--- src/rtl/bat_amateur_pkg.sv ---
// Shared sizes and register indices for the BAT amateur register file.
// Imported by the register file top and its output FIFO.
package bat_amateur_pkg;

    localparam int DATA_W         = 8;
    localparam int NUM_REGS       = 8;
    localparam int IDX_A          = 0;
    localparam int IDX_B          = 1;
    localparam int IDX_OUT        = 7;
    localparam int OUT_FIFO_DEPTH = 2;

    // Modulo-256 increment; 0xFF wraps to 0x00.
    function automatic logic [DATA_W-1:0] inc_wrap(input logic [DATA_W-1:0] v);
        return v + DATA_W'(1);
    endfunction

endpackage

--- src/rtl/bat_amateur_out_fifo.sv ---
// Output queue between the OUT register and the display sink.
// Ports: clk, rst (sync, active-high), push/push_data, pop_ready, head, valid, overflow.
module bat_amateur_out_fifo
    import bat_amateur_pkg::*;
#(
    parameter int DEPTH = OUT_FIFO_DEPTH,
    parameter int W     = DATA_W
) (
    input  logic         clk,
    input  logic         rst,
    input  logic         push,
    input  logic [W-1:0] push_data,
    input  logic         pop_ready,
    output logic [W-1:0] head,
    output logic         valid,
    output logic         overflow
);

    localparam int CW = $clog2(DEPTH + 1);

    logic [W-1:0]  mem   [DEPTH];
    logic [W-1:0]  mem_n [DEPTH];
    logic [CW-1:0] cnt;
    logic [CW-1:0] cnt_n;
    logic          ovf;
    logic          ovf_n;
    logic          pop;

    assign pop = (cnt != '0) && pop_ready;

    // Pop is applied first, so a push into a full queue that pops in the
    // same cycle lands in the freed slot. Empty slots are kept at zero so
    // the head reads 0x00 when nothing is queued.
    always_comb begin
        mem_n = mem;
        cnt_n = cnt;
        ovf_n = ovf;
        if (pop) begin
            for (int i = 0; i < DEPTH - 1; i++) begin
                mem_n[i] = mem[i+1];
            end
            mem_n[DEPTH-1] = '0;
            cnt_n = cnt - CW'(1);
        end
        if (push) begin
            if (cnt_n < CW'(DEPTH)) begin
                for (int i = 0; i < DEPTH; i++) begin
                    if (CW'(i) == cnt_n) begin
                        mem_n[i] = push_data;
                    end
                end
                cnt_n = cnt_n + CW'(1);
            end else begin
                ovf_n = 1'b1;
            end
        end
    end

    always_ff @(posedge clk) begin
        if (rst) begin
            for (int i = 0; i < DEPTH; i++) begin
                mem[i] <= '0;
            end
            cnt <= '0;
            ovf <= 1'b0;
        end else begin
            mem <= mem_n;
            cnt <= cnt_n;
            ovf <= ovf_n;
        end
    end

    assign head     = mem[0];
    assign valid    = (cnt != '0);
    assign overflow = ovf;

endmodule

--- src/rtl/bat_amateur_regfile.sv ---
// Eight 8-bit bus registers (A, B, R3..R7, OUT) with load/increment/drive,
// bus-conflict detection and a queued OUT stream to the display sink.
module bat_amateur_regfile
    import bat_amateur_pkg::*;
(
    input  logic              CLK,
    input  logic              RST,
    input  logic [DATA_W-1:0] BUS_IN,
    input  logic [NUM_REGS-1:0] REGS_INC,
    input  logic [NUM_REGS-1:0] REGS_RW,
    input  logic [NUM_REGS-1:0] REGS_EN,
    output logic [DATA_W-1:0] BUS_OUT,
    output logic              BUS_DRIVE,
    output logic              BUS_CONFLICT,
    output logic [DATA_W-1:0] REG_A,
    output logic [DATA_W-1:0] REG_B,
    output logic [DATA_W-1:0] OUT_DATA,
    output logic              OUT_VALID,
    input  logic              OUT_READY,
    output logic              OUT_OVERFLOW
);

    logic [DATA_W-1:0]   regs [NUM_REGS];
    logic [NUM_REGS-1:0] load;
    logic [NUM_REGS-1:0] bump;
    logic [NUM_REGS-1:0] drv;
    logic                one_drv;
    logic                multi_drv;
    logic [DATA_W-1:0]   bus_mux;
    logic                conflict;
    logic                out_push;
    logic [DATA_W-1:0]   out_next;

    assign load = REGS_EN & REGS_RW;
    assign bump = REGS_INC & ~load;
    // Enables are ignored while reset is held.
    assign drv  = RST ? '0 : (REGS_EN & ~REGS_RW);

    // Clearing the lowest set bit leaves something only if 2+ bits are set.
    assign multi_drv = (drv & (drv - NUM_REGS'(1))) != '0;
    assign one_drv   = (drv != '0) && !multi_drv;

    always_comb begin
        bus_mux = '0;
        for (int i = 0; i < NUM_REGS; i++) begin
            if (drv[i]) begin
                bus_mux = bus_mux | regs[i];
            end
        end
    end

    assign BUS_OUT   = one_drv ? bus_mux : '0;
    assign BUS_DRIVE = one_drv;

    always_ff @(posedge CLK) begin
        if (RST) begin
            for (int i = 0; i < NUM_REGS; i++) begin
                regs[i] <= '0;
            end
            conflict <= 1'b0;
        end else begin
            for (int i = 0; i < NUM_REGS; i++) begin
                if (load[i]) begin
                    regs[i] <= BUS_IN;
                end else if (bump[i]) begin
                    regs[i] <= inc_wrap(regs[i]);
                end
            end
            if (multi_drv) begin
                conflict <= 1'b1;
            end
        end
    end

    assign BUS_CONFLICT = conflict;
    assign REG_A        = regs[IDX_A];
    assign REG_B        = regs[IDX_B];

    // The queue receives the value OUT will hold after this edge.
    assign out_push = !RST && (load[IDX_OUT] || bump[IDX_OUT]);
    assign out_next = load[IDX_OUT] ? BUS_IN : inc_wrap(regs[IDX_OUT]);

    bat_amateur_out_fifo u_out_fifo (
        .clk       (CLK),
        .rst       (RST),
        .push      (out_push),
        .push_data (out_next),
        .pop_ready (OUT_READY),
        .head      (OUT_DATA),
        .valid     (OUT_VALID),
        .overflow  (OUT_OVERFLOW)
    );

endmodule
--- config.mk ---
export PLATFORM = sky130hd
export DESIGN_NAME = bat_amateur_regfile
export DESIGN_NICKNAME = d
export VERILOG_FILES = /design/src/rtl/bat_amateur_pkg.sv /design/src/rtl/bat_amateur_out_fifo.sv /design/src/rtl/bat_amateur_regfile.sv
export SDC_FILE = /design/constraint.sdc
export NUM_CORES = 1
export LEC_CHECK = 0
export BUFFER_PORTS_ARGS = -buffer_cell sky130_fd_sc_hd__buf_2
export CORE_MARGIN = 4
export CORE_UTILIZATION = 59
export DETAILED_ROUTE_END_ITERATION = 12
export PLACE_DENSITY = 0.81
export RECOVER_POWER = 25
export SETUP_SLACK_MARGIN = 0.15
export SLEW_MARGIN = 20
export SYNTH_ARGS = -nofsm -noshare
export SYNTH_HDL_FRONTEND = slang
export SYNTH_SLANG_ARGS = --single-unit
--- constraint.sdc ---
create_clock -name CLK -period 3 [get_ports CLK]
set_clock_uncertainty 0.2 [all_clocks]
set_input_delay 0 -clock CLK [delete_from_list [all_inputs] [get_ports CLK]]
set_output_delay 0 -clock CLK [all_outputs]
set_load 0.01 [all_outputs]
# Yosys cells after proc, flatten, opt, wreduce, memory -nomap -nowiden
# Memory sizes are Yosys's and may differ from the RTL's.
# Cells that the tools add are included.
# classes
add_sub_neg	11
reduce_logical	11
n_lt_le_gt_ge	1
mux	93
bitwise_logic	30
n_eq_ne	1
# op_table
cell	n
$mux 8	29
$add 8x1->8 const B	8
$mux 1	58
$or 8x8->8	7
$mux 16	3
$and 8x8->8	4
$not 8->8	2
$or 1x1->1	16
$reduce_bool 8->1	2
$sub 8x1->8 const B	1
$mux 2	3
$logic_and 1x1->1	3
$add 2x1->2 const B	1
$eq 1x2->1 const A	1
$logic_not 1->1	2
$logic_not 2->1	1
$lt 2x2->1 const B	1
$reduce_and 2->1	1
$reduce_bool 2->1	1
$sub 2x1->2 const B	1
$logic_or 1x1->1	1
$not 1->1	1
# totals
ram_bits	64
out_inout_bits	36
n_memories	1
ff_bits	20
# mem_list
memory	depth	word_bits	read_ports	rd_clocked_by_memory_dff	wr	line	rtl
regs	8	8	8	0	8	bat_amateur_regfile.sv:23	logic [DATA_W-1:0] regs [NUM_REGS];

# Longest topological paths before layout
# Gate-level depths: netlist of the first run.
# logic_depth
word_depth	19
ltp_mapped	12

# Modules after synthesis
# From an unflattened synthesis of the first run, not the netlist that was laid out.
# hier_totals
cells_unflattened	591
hier_area_um2	5646.7
# by_module_without_submodules
mod	area_per_inst_um2	instances	seq_area_each_um2	cells_each
bat_amateur_regfile	4697.0	1	1941.9	497
bat_amateur_out_fifo	949.7	1	380.4	94

# Worst setup path before layout of the first run
# OpenSTA, ideal clock, no wires.
# synth_path
path_type	register to register
startpoint	reg u_out_fifo.cnt[0]
endpoint	reg u_out_fifo.mem[2] (netlist name)
arrival_time_ns	2.171
stages_incl_launch_ff	13
setup_slack_ns	0.564
setup_ns	0.065
synth_period_minus_slack_ns	2.436
path_cell_list	dfxtp_1 -> inv_1 -> ha_1 -> nand2b_4 -> buf_6 -> buf_2 -> xnor2_1 -> inv_1 -> ha_1 -> nand3_1 -> buf_2 -> mux2_2 -> nor2_1
# synth_via
elab_chain_cells	7
word_cells_on_any_way	10
# synth_lines
item	line	rtl
start, declared	bat_amateur_out_fifo.sv:23	logic [CW-1:0] cnt;
start signal, assigned	bat_amateur_out_fifo.sv:68	cnt <= cnt_n;
branches (longest 6 deep; another with $sub 2x1->2)	--	
$mux 16 (*)	bat_amateur_out_fifo.sv:45	if (push) begin
end signal, assigned	bat_amateur_out_fifo.sv:67	mem <= mem_n;
end, declared	bat_amateur_out_fifo.sv:21	logic [W-1:0] mem [DEPTH];
# Every way passes the cells marked *.
# A chain may end at the register's enable or synchronous reset.

==> Implementation_results.wiki, run 1 <==
{| class="wikitable"
! Metric !! Value
|-
| Congestion Overflow GR || 0
|-
| 1st-iter DRT viols || 561
|-
| Synth top cells by count || edfxtp_1 (64), nand2_1 (58), nor2_1 (58)
|-
| Most common cell in the netlist || edfxtp_1
|-
| Design Power || 0.003280 W
|-
| Startpoint of the lowest-slack register-to-register path || regs[0][8]
|-
| GP Congestion || 0.9249
|-
| Post-synth net total || 647
|-
| DRT antenna net count || 0
|-
| Detailed placement HPWL || 10.98 mm
|-
| Final setup violation count || 0
|-
| Hold Path Class || in -> reg
|-
| Category of the critical setup timing path || reg -> reg
|-
| Sequential element share of the synthesized area || 41.49%
|-
| Fraction of post-synthesis cell area in the top cell type by area || 34.34%
|-
| Via Count || 5,101
|-
| Number of maximum-capacitance constraint violations || 0
|-
| Ratio of cells with drive above 1 in the final layout || 12.57%
|-
| Area after DPL || 5822 um^2
|-
| Floorplan core area || 9240 um^2
|-
| Final Routed Wirelength || 16.17 mm
|-
| CP Capture Type || register
|-
| TritonCTS sink count || 84
|-
| Post-route worst setup slack || 0.2522 ns
|-
| Port Buffer Count || 70
|-
| Antenna violations before repair || 0
|-
| Synth cell types || 48
|-
| Maximum number of pins on one net before global-route repair || 29
|-
| Hold path start || REGS_EN[6]
|-
| Clock-pin slew of the registers on the worst-case setup and hold paths || 0.10 ns
|-
| Global-route wire length before repair || 25.88 mm
|-
| Most used DFF post-synth || edfxtp_1
|-
| Standby leakage power || 2.537 nW
|-
| Largest fanout of any net on the critical path || 5
|-
| CTS H-tree depth || 3
|-
| Time the worst path needs with I/O delays and setup || 2.748 ns
|-
| Final period utilization || 91.59%
|-
| Post-synthesis to final-layout area growth || 15.72%
|-
| Startpoint kind of the worst setup timing path || register
|-
| Worst reg-to-reg setup slack || 0.25 ns
|-
| DIE WIDTH || 105.4 um
|-
| Post-placement worst setup slack || 0.4931 ns
|-
| Post-cts repair resize count || 0
|-
| Proportion of register bits with asynchronous set or reset after synthesis || 0%
|-
| Standard-cell rows || 35
|-
| Remaining routing DRC violations || 0
|-
| Worst R2R Path Depth || 7
|-
| Final Instance Area || 6476 um^2
|-
| Setup Total Neg Slack || 0 ns
|-
| Number of instances in the synthesized netlist || 600
|-
| Power Density || 506.5 nW/um^2
|-
| Post-synth EDFFs || 64
|-
| Synth area leaders || edfxtp_1 (34%), dfxtp_1 (7.2%), a22oi_1 (5.0%)
|-
| Critical R2R Capture || regs[0][15]
|-
| Average cell area after synthesis || 9.328 um^2
|-
| TritonCTS Buffers || 9
|-
| Run status || finished clean
|-
| Maximum achievable frequency || 363.9 MHz
|-
| Arrival time of data at the critical path endpoint || 2.79 ns
|-
| Height of the die || 105.4 um
|-
| Synthesized cell area || 5597 um^2
|-
| Die Outline Area || 11,110 um^2
|-
| Unrepaired setup endpoints after global routing || false
|-
| Required arrival time at the worst endpoint || 3.05 ns
|-
| Boundary Pins || 71
|-
| Hold slack final || 0.01192 ns
|-
| Transition time of the tightest slew-check pin || 0.6485 ns
|-
| Count of pins over their slew limit || 0
|-
| Master cell of the clock root buffer || clkbuf_8
|-
| Largest buffer count on any clock path || 2
|-
| GRT Util Overall || 29.50%
|-
| Via-to-Cell Ratio || 6.274
|-
| Number of synthesis warnings || 0
|-
| TritonCTS clock tree || yes
|-
| Cell type with the highest aggregate area in the netlist || edfxtp_1
|-
| Number of antenna cells inserted || 0
|-
| Number of nets in the layout || 726
|-
| Worst hold stages || 4
|-
| Initial Utilization || 60.57%
|-
| Slew Limit Headroom || 56.58%
|-
| Router iterations before antenna repair || 6
|-
| Via count of the first global-routing pass || 5,040
|-
| Register bit count reported by yosys || 84
|-
| Clock network latency to the later pin of the worst-skew pair || 0.37 ns
|-
| Endpoint of the worst hold path || BUS_CONFLICT
|-
| Fin. Hold Viols || 0
|-
| WL/cell || 19.89 um
|-
| Maximum ir drop on the vdd rail || 0.4096 mV
|}
[layout make-up]
class,count,area [um^2]
tap,129,161.4
clock inverter,5,42.54
inverter,4,15.01
multi-input combinational,457,2935
clock buffer,11,173.9
fill,688,2764
sequential,84,2322
timing repair buffer,123,825.8
[worst max path at each step]
stage | from | endpoint | slack, ns
2_1_floorplan | u_out_fifo.cnt[0] | u_out_fifo.mem[2] | 0.56
5_1_grt | regs[0][10] | regs[0][15] | 0.14
3_5_place_dp | u_out_fifo.cnt[0] | u_out_fifo.mem[0] | 0.49
4_1_cts | regs[0][10] | regs[0][15] | 0.31
3_3_place_gp | u_out_fifo.cnt[0] | u_out_fifo.mem[0] | 0.59
6_report | regs[0][8] | regs[0][15] | 0.25
[cell usage in the layout, fill, tap and decap left out, types with 6 or more instances in the layout]
master / count
a221oi_1: 8
nand2_1: 58
a22oi_1: 37
o21ai_0: 14
buf_4: 7
clkbuf_1: 30
and2_1: 14
a21oi_1: 35
mux2_2: 6
a211oi_1: 7
mux2i_1: 7
nor2_1: 58
buf_2: 40
nor3b_2: 7
xnor2_1: 25
dfxtp_1: 20
nand3b_1: 13
edfxtp_1: 64
clkbuf_8: 9
ha_1: 12
xor2_1: 25
and3_1: 21
dlygate4sd3_1: 46
a22o_1: 8
nand3_1: 49
nand2b_1: 7
nor2b_1: 7
[stage by stage]
stage	utilization, %	cells
floorplan	-	600
global placement	63.01	749
detailed placement	63.01	749
CTS	70.33	811
global route	70.09	813
finish	70.09	813
[flip-flops by register name, summed over array words and instances (netlist names)]
register	flops
regs	64
u_out_fifo.head	8
u_out_fifo.mem	8
u_out_fifo.cnt	2
BUS_CONFLICT	1
u_out_fifo.overflow	1
[routing by layer]
| metal | GRT usage, % | part of all wire [%] | up-vias |
|---|---|---|---|
| li1 | - | - | 2329 |
| met2 | 48.82 | 48 | 294 |
| met1 | 36.10 | 38 | 2394 |
| met5 | 0 | 0 | - |
| met3 | 5.756 | 7.9 | 84 |
| met4 | 16.21 | 5.7 | 0 |
[what timing repair did]
item | 4_1_cts | 5_1_grt
setup buffers | 0 | 2
hold buffers | 46 | 0
endpoints found under the hold margin | 57 | 0
setup endpoints to repair | 0 | 1
[report_power, final]
| part | switching, W | internal [W] |
|---|---|---|
| logic | 0.000498 | 0.000373 |
| registers | 0.000136 | 0.00140 |
| clock network | 0.000465 | 0.000414 |
| total | 0.00110 | 0.00218 |
[critical path, cell delays in order, from the launching register on]
cell and delay, ns:
edfxtp_1 0.47, and3_1 0.26, nand3_1 0.11, xnor2_1 0.20
nand3_1 0.10, dlygate4sd3_1 0.56, a21oi_1 0.16, dlygate4sd3_1 0.56
[cells by family (layout without fill, tap and decap cells)]
logic type               Yosys count  count (layout)  share of synthesized area [%]
adder cells (fa/ha/maj)           13              13                          2.862
AO/OA/AOI/OAI                    126             126                          15.67
XOR/XNOR                          50              50                          7.825
flip-flops                        84              84                          41.49
AND/OR/NAND/NOR                  254             254                          23.36
buffers and inverters             59             143                          6.058
multiplexers                      14              14                          2.727
(Power assumes the default switching activity.)
==> run 2: changes to the inputs <==
--- a/config.mk
+++ b/config.mk
@@ -6,6 +6,7 @@
 export NUM_CORES = 1
 export LEC_CHECK = 0
 export BUFFER_PORTS_ARGS = -buffer_cell sky130_fd_sc_hd__buf_2
+export CORE_ASPECT_RATIO = 1.4
 export CORE_MARGIN = 4
 export CORE_UTILIZATION = 59
 export DETAILED_ROUTE_END_ITERATION = 12
==> run 2 against run 1 <==
Against the previous run: clock power is 19% higher; worst hold slack better by 0.0085 ns; register-to-register slack better by 0.20 ns; critical endpoint is now BUS_DRIVE.
==> Implementation_results.wiki, run 2 (synthesized netlist as in run 1, its figures left out) <==
{| class="wikitable"
! Metric !! Value
|-
| Fin util || 69.32%
|-
| Setup Total Neg Slack || 0 ns
|-
| Congestion Overflow GR || 0
|-
| Register bank with the most flops || regs
|-
| Number of maximum-capacitance constraint violations || 0
|-
| Final Routed Wirelength || 16.07 mm
|-
| CP Capture Type || output pin
|-
| Transition time of the tightest slew-check pin || 0.6065 ns
|-
| Hold path start || BUS_IN[4]
|-
| 1st-iter DRT viols || 425
|-
| Maximum number of pins on one net before global-route repair || 28
|-
| CTS H-tree depth || 3
|-
| Required arrival time at the worst endpoint || 2.80 ns
|-
| Port Buffer Count || 70
|-
| Boundary Pins || 71
|-
| Category of the critical setup timing path || in -> out
|-
| Clock network latency to the later pin of the worst-skew pair || 0.34 ns
|-
| Die Outline Area || 11,130 um^2
|-
| Via Count || 5,084
|-
| Unrepaired setup endpoints after global routing || false
|-
| Antenna violations before repair || 0
|-
| Slew Limit Headroom || 58.41%
|-
| Highest-count cells in the layout ignoring fill and taps || edfxtp_1 (64), nand2_1 (58), nor2_1 (58), nand3_1 (49), buf_2 (42)
|-
| Design Power || 0.003436 W
|-
| Clock-pin slew of the registers on the worst-case setup and hold paths || 0.06 ns
|-
| TritonCTS sink count || 84
|-
| Maximum ir drop on the vdd rail || 0.4215 mV
|-
| Floorplan core area || 9131 um^2
|-
| Fin. Hold Viols || 0
|-
| Count of pins over their slew limit || 0
|-
| Endpoint of the worst hold path || regs[1][12]
|-
| Hold slack final || 0.02047 ns
|-
| Largest fanout of any net on the critical path || 9
|-
| GP Congestion || 0.9765
|-
| Arrival time of data at the critical path endpoint || 2.52 ns
|-
| Hold Path Class || in -> reg
|-
| Detailed placement HPWL || 11.42 mm
|-
| GRT Util Overall || 29.56%
|-
| Global-route wire length before repair || 25.40 mm
|-
| Number of antenna cells inserted || 0
|-
| Run status || finished clean
|-
| TritonCTS clock tree || yes
|-
| Wire length on met3 || 1.416 mm
|-
| Worst hold stages || 3
|-
| Height of the die || 123.2 um
|-
| Post-synthesis to final-layout area growth || 13.10%
|-
| Critical R2R Capture || u_out_fifo.mem[2]
|-
| Power Density || 542.9 nW/um^2
|-
| Startpoint kind of the worst setup timing path || input pin
|-
| Area after DPL || 5809 um^2
|-
| Ratio of cells with drive above 1 in the final layout || 12.61%
|-
| Standby leakage power || 2.500 nW
|-
| Highest metal used || met4
|-
| Met1 Routed Length || 5.503 mm
|-
| Remaining routing DRC violations || 0
|-
| Maximum achievable frequency || 368.3 MHz
|-
| Largest buffer count on any clock path || 2
|-
| Number of nets in the layout || 708
|-
| Final Instance Area || 6330 um^2
|-
| Most common library cell in the layout ignoring fill and taps || edfxtp_1
|-
| Largest register FFs || 64
|-
| Router iterations before antenna repair || 5
|-
| DIE WIDTH || 90.32 um
|-
| Final period utilization || 90.51%
|-
| Worst reg-to-reg setup slack || 0.45 ns
|-
| Initial Utilization || 61.29%
|-
| DRT antenna net count || 0
|-
| Standard-cell rows || 41
|-
| TritonCTS Buffers || 9
|-
| Worst R2R Path Depth || 9
|-
| Time the worst path needs with I/O delays and setup || 2.715 ns
|-
| Final setup violation count || 0
|-
| Detail Route met2 WL || 8.331 mm
|-
| Startpoint of the lowest-slack register-to-register path || u_out_fifo.cnt[0]
|-
| Via count of the first global-routing pass || 4,911
|-
| Master cell of the clock root buffer || clkbuf_16
|-
| Via-to-Cell Ratio || 6.577
|-
| WL/cell || 20.79 um
|}
## run 2: final cells by class
class	count	area, um^2
multi-input cells	457	2935
fillers	735	2801
flip-flops and latches	84	2322
repair buffers	105	648.1
clock buffers	14	265.3
well taps	107	133.9
inverters	4	15.01
clock inverters	2	10.01
## run 2: critical path: stages
cell           delay [ns]
dlygate4sd3_1        0.54
buf_2                0.14
nor2b_1              0.16
nor4_1               0.35
nor3b_2              0.30
mux2i_1              0.57
and3b_1              0.31
buf_2                0.15
## run 2: how the worst max path moves through the flow
| stage | start | end | slack [ns] | depth (start not counted) |
|---|---|---|---|---|
| 2_1_floorplan | u_out_fifo.cnt[0] | u_out_fifo.mem[2] | 0.56 | 12 |
| 3_3_place_gp | u_out_fifo.cnt[0] | u_out_fifo.mem[2] | 0.61 | 9 |
| 3_5_place_dp | u_out_fifo.cnt[0] | u_out_fifo.mem[2] | 0.47 | 9 |
| 4_1_cts | REGS_EN[2] | BUS_DRIVE | 0.36 | 8 |
| 5_1_grt | REGS_EN[2] | BUS_OUT[3] | 0.22 | 8 |
| 6_report | REGS_EN[2] | BUS_DRIVE | 0.28 | 8 |
## run 2: metal layers
metal / vias to the layer above / GRT usage (%)
met4: 0 / 16.76
met3: 66 / 5.113
li1: 2303 / -
met5: - / 0
met1: 2418 / 33.94
met2: 297 / 52.41
## run 2: power by group
part	switching [W]	total (W)	internal [W]
Combinational	0.000491	0.000846	0.000355
Sequential	0.000140	0.00154	0.00140
Clock	0.000442	0.00105	0.000610
Total	0.00107	0.00344	0.00236
## run 2: per-stage QoR
stage          setup slack, ns  instances
6_report                0.2848        773
2_1_floorplan           0.5642        600
3_3_place_gp            0.6095        729
5_1_grt                 0.2168        773
4_1_cts                 0.3613        773
3_5_place_dp            0.4683        729
## run 2: what timing repair did
action	CTS	global route
hold buffers	28	0
hold endpoints to repair	45	0
resized for setup	0	1
setup endpoints to repair	0	9
setup buffers	0	0
==> run 3: changes to the inputs <==
--- a/config.mk
+++ b/config.mk
@@ -12,6 +12,7 @@
 export DETAILED_ROUTE_END_ITERATION = 12
 export PLACE_DENSITY = 0.81
 export RECOVER_POWER = 25
+export REMOVE_ABC_BUFFERS = 1
 export SETUP_SLACK_MARGIN = 0.15
 export SLEW_MARGIN = 20
 export SYNTH_ARGS = -nofsm -noshare
==> run 3 against run 2 <==
Against the previous run: first-iteration DRC count is 1.6% lower; combinational power is 0.7% lower; flip-flop and latch count stayed put; register-to-register slack worse by 0.20 ns; worst hold slack worse by 0.012 ns; power is 0.14% lower; critical path type is now reg -> reg; largest cell class unchanged; critical path depth is 1 lower; design area hardly changed; sequential share of layout area hardly changed; largest power group unchanged; utilization hardly changed; clock power hardly changed.
==> Implementation_results.wiki, run 3 (synthesized netlist as in run 1, its figures left out) <==
{| class="wikitable"
! Metric !! Value
|-
| Post-cts repair resize count || 0
|-
| Ratio of cells with drive above 1 in the final layout || 12.16%
|-
| DIE WIDTH || 90.32 um
|-
| Power Density || 541.8 nW/um^2
|-
| Register bank with the most flops || regs
|-
| Time the worst path needs with I/O delays and setup || 2.753 ns
|-
| Worst R2R Path Depth || 7
|-
| Number of antenna cells inserted || 0
|-
| TritonCTS sink count || 84
|-
| Largest register FFs || 64
|-
| Height of the die || 123.2 um
|-
| Number of nets in the layout || 708
|-
| Post-placement worst setup slack || 0.4654 ns
|-
| WL/cell || 20.51 um
|-
| Global-route wire length before repair || 25.31 mm
|-
| Maximum number of pins on one net before global-route repair || 38
|-
| Unrepaired setup endpoints after global routing || false
|-
| 1st-iter DRT viols || 418
|-
| Run status || finished clean
|-
| Hold slack final || 0.008781 ns
|-
| CTS H-tree depth || 3
|-
| Highest-count cells in the layout ignoring fill and taps || edfxtp_1 (64), nand2_1 (58), nor2_1 (58), nand3_1 (49), buf_2 (41)
|-
| Count of pins over their slew limit || 0
|-
| Final setup violation count || 0
|-
| CTS Hold Buffers Added || 30
|-
| Transition time of the tightest slew-check pin || 0.8298 ns
|-
| Design Power || 0.003431 W
|-
| Via Count || 5,003
|-
| Congestion Overflow GR || 0
|-
| Category of the critical setup timing path || reg -> reg
|-
| Startpoint kind of the worst setup timing path || register
|-
| TritonCTS clock tree || yes
|-
| Fin. Hold Viols || 0
|-
| Most common library cell in the layout ignoring fill and taps || edfxtp_1
|-
| Hold Path Class || in -> reg
|-
| Post-synthesis to final-layout area growth || 13.17%
|-
| Clock network latency to the later pin of the worst-skew pair || 0.34 ns
|-
| Largest fanout of any net on the critical path || 6
|-
| Master cell of the clock root buffer || clkbuf_16
|-
| Final Routed Wirelength || 15.86 mm
|-
| Initial Utilization || 61.29%
|-
| CP Capture Type || register
|-
| Arrival time of data at the critical path endpoint || 2.77 ns
|-
| Layout fillers || 717
|-
| Via-to-Cell Ratio || 6.472
|-
| Cell breakdown of the critical path || and3_1 > nand3_1 > xnor2_1 > nand3_1 > dlygate4sd3_1 > a21oi_1 > dlygate4sd3_1
|-
| Router iterations before antenna repair || 5
|-
| Port Buffer Count || 70
|-
| Floorplan core area || 9131 um^2
|-
| GP Congestion || 0.9140
|-
| Detailed placement HPWL || 11.20 mm
|-
| Post-route worst setup slack || 0.2472 ns
|-
| Maximum achievable frequency || 363.3 MHz
|-
| Standby leakage power || 2.498 nW
|-
| Via count of the first global-routing pass || 4,975
|-
| Remaining routing DRC violations || 0
|-
| Boundary Pins || 71
|-
| Largest buffer count on any clock path || 2
|-
| Worst hold stages || 4
|-
| Maximum ir drop on the vdd rail || 0.4261 mV
|-
| Critical path's largest stage delay || 0.56 ns
|-
| Clock-pin slew of the registers on the worst-case setup and hold paths || 0.06 ns
|-
| Area after DPL || 5794 um^2
|-
| Setup Total Neg Slack || 0 ns
|-
| DRT antenna net count || 0
|-
| Number of post-CTS setup repair buffers || 0
|-
| Final period utilization || 91.76%
|-
| Cell with the biggest individual delay on the critical path || dlygate4sd3_1
|-
| Antenna violations before repair || 0
|-
| Number of maximum-capacitance constraint violations || 0
|-
| Required arrival time at the worst endpoint || 3.02 ns
|-
| Die Outline Area || 11,130 um^2
|-
| Final Instance Area || 6334 um^2
|-
| Slew Limit Headroom || 44.68%
|-
| Standard-cell rows || 41
|-
| GRT Util Overall || 28.99%
|-
| TritonCTS Buffers || 9
|}
-- run 3: per-layer routing --
metal	share of wire [%]	vias to the layer above	GRT usage, %
met5	0	-	0
li1	-	2300	-
met1	38	2397	33.49
met2	51	243	52.27
met4	3.9	0	12.74
met3	7.2	63	5.843
-- run 3: area by class of cell --
cell class / count / area (um^2) / share of cell area, %
repair buffers: 105 / 651.9 / 10.29
inverters: 4 / 15.01 / 0.2371
clock inverters: 2 / 10.01 / 0.1580
multi-input cells: 457 / 2935 / 46.35
well taps: 107 / 133.9 / 2.114
flip-flops and latches: 84 / 2322 / 36.67
clock buffers: 14 / 265.3 / 4.188
-- run 3: stage by stage --
step                cells  utilization [%]
floorplan             545                -
global placement      727            63.46
detailed placement    727            63.46
global route          773            69.36
CTS                   773            69.76
finish                773            69.36
-- run 3: critical path: cells and delay by family, from the launching register on --
kind / cells / cell delay, ns
buffers and inverters: 2 / 1.12
DFF: 1 / 0.50
and+or+nand+nor: 3 / 0.48
AOI/OAI and AO/OA: 1 / 0.15
xor gates and xnor gates: 1 / 0.17
-- run 3: final timing paths --
| path | end | slack, ns | startpoint |
|---|---|---|---|
| worst max-delay path | regs[0][15] | 0.25 | regs[0][10] |
| worst min-delay path | regs[0][9] | 0.009 | REGS_EN[1] |
| worst max register to register | regs[0][15] | 0.25 | regs[0][10] |
| worst min register to register | u_out_fifo.mem[6] | 0.28 | u_out_fifo.mem[6] |
-- run 3: power by group --
group / switching, W / internal [W]
combinational: 0.000485 / 0.000355
clock: 0.000440 / 0.000610
sequential: 0.000143 / 0.00140
total: 0.00107 / 0.00236
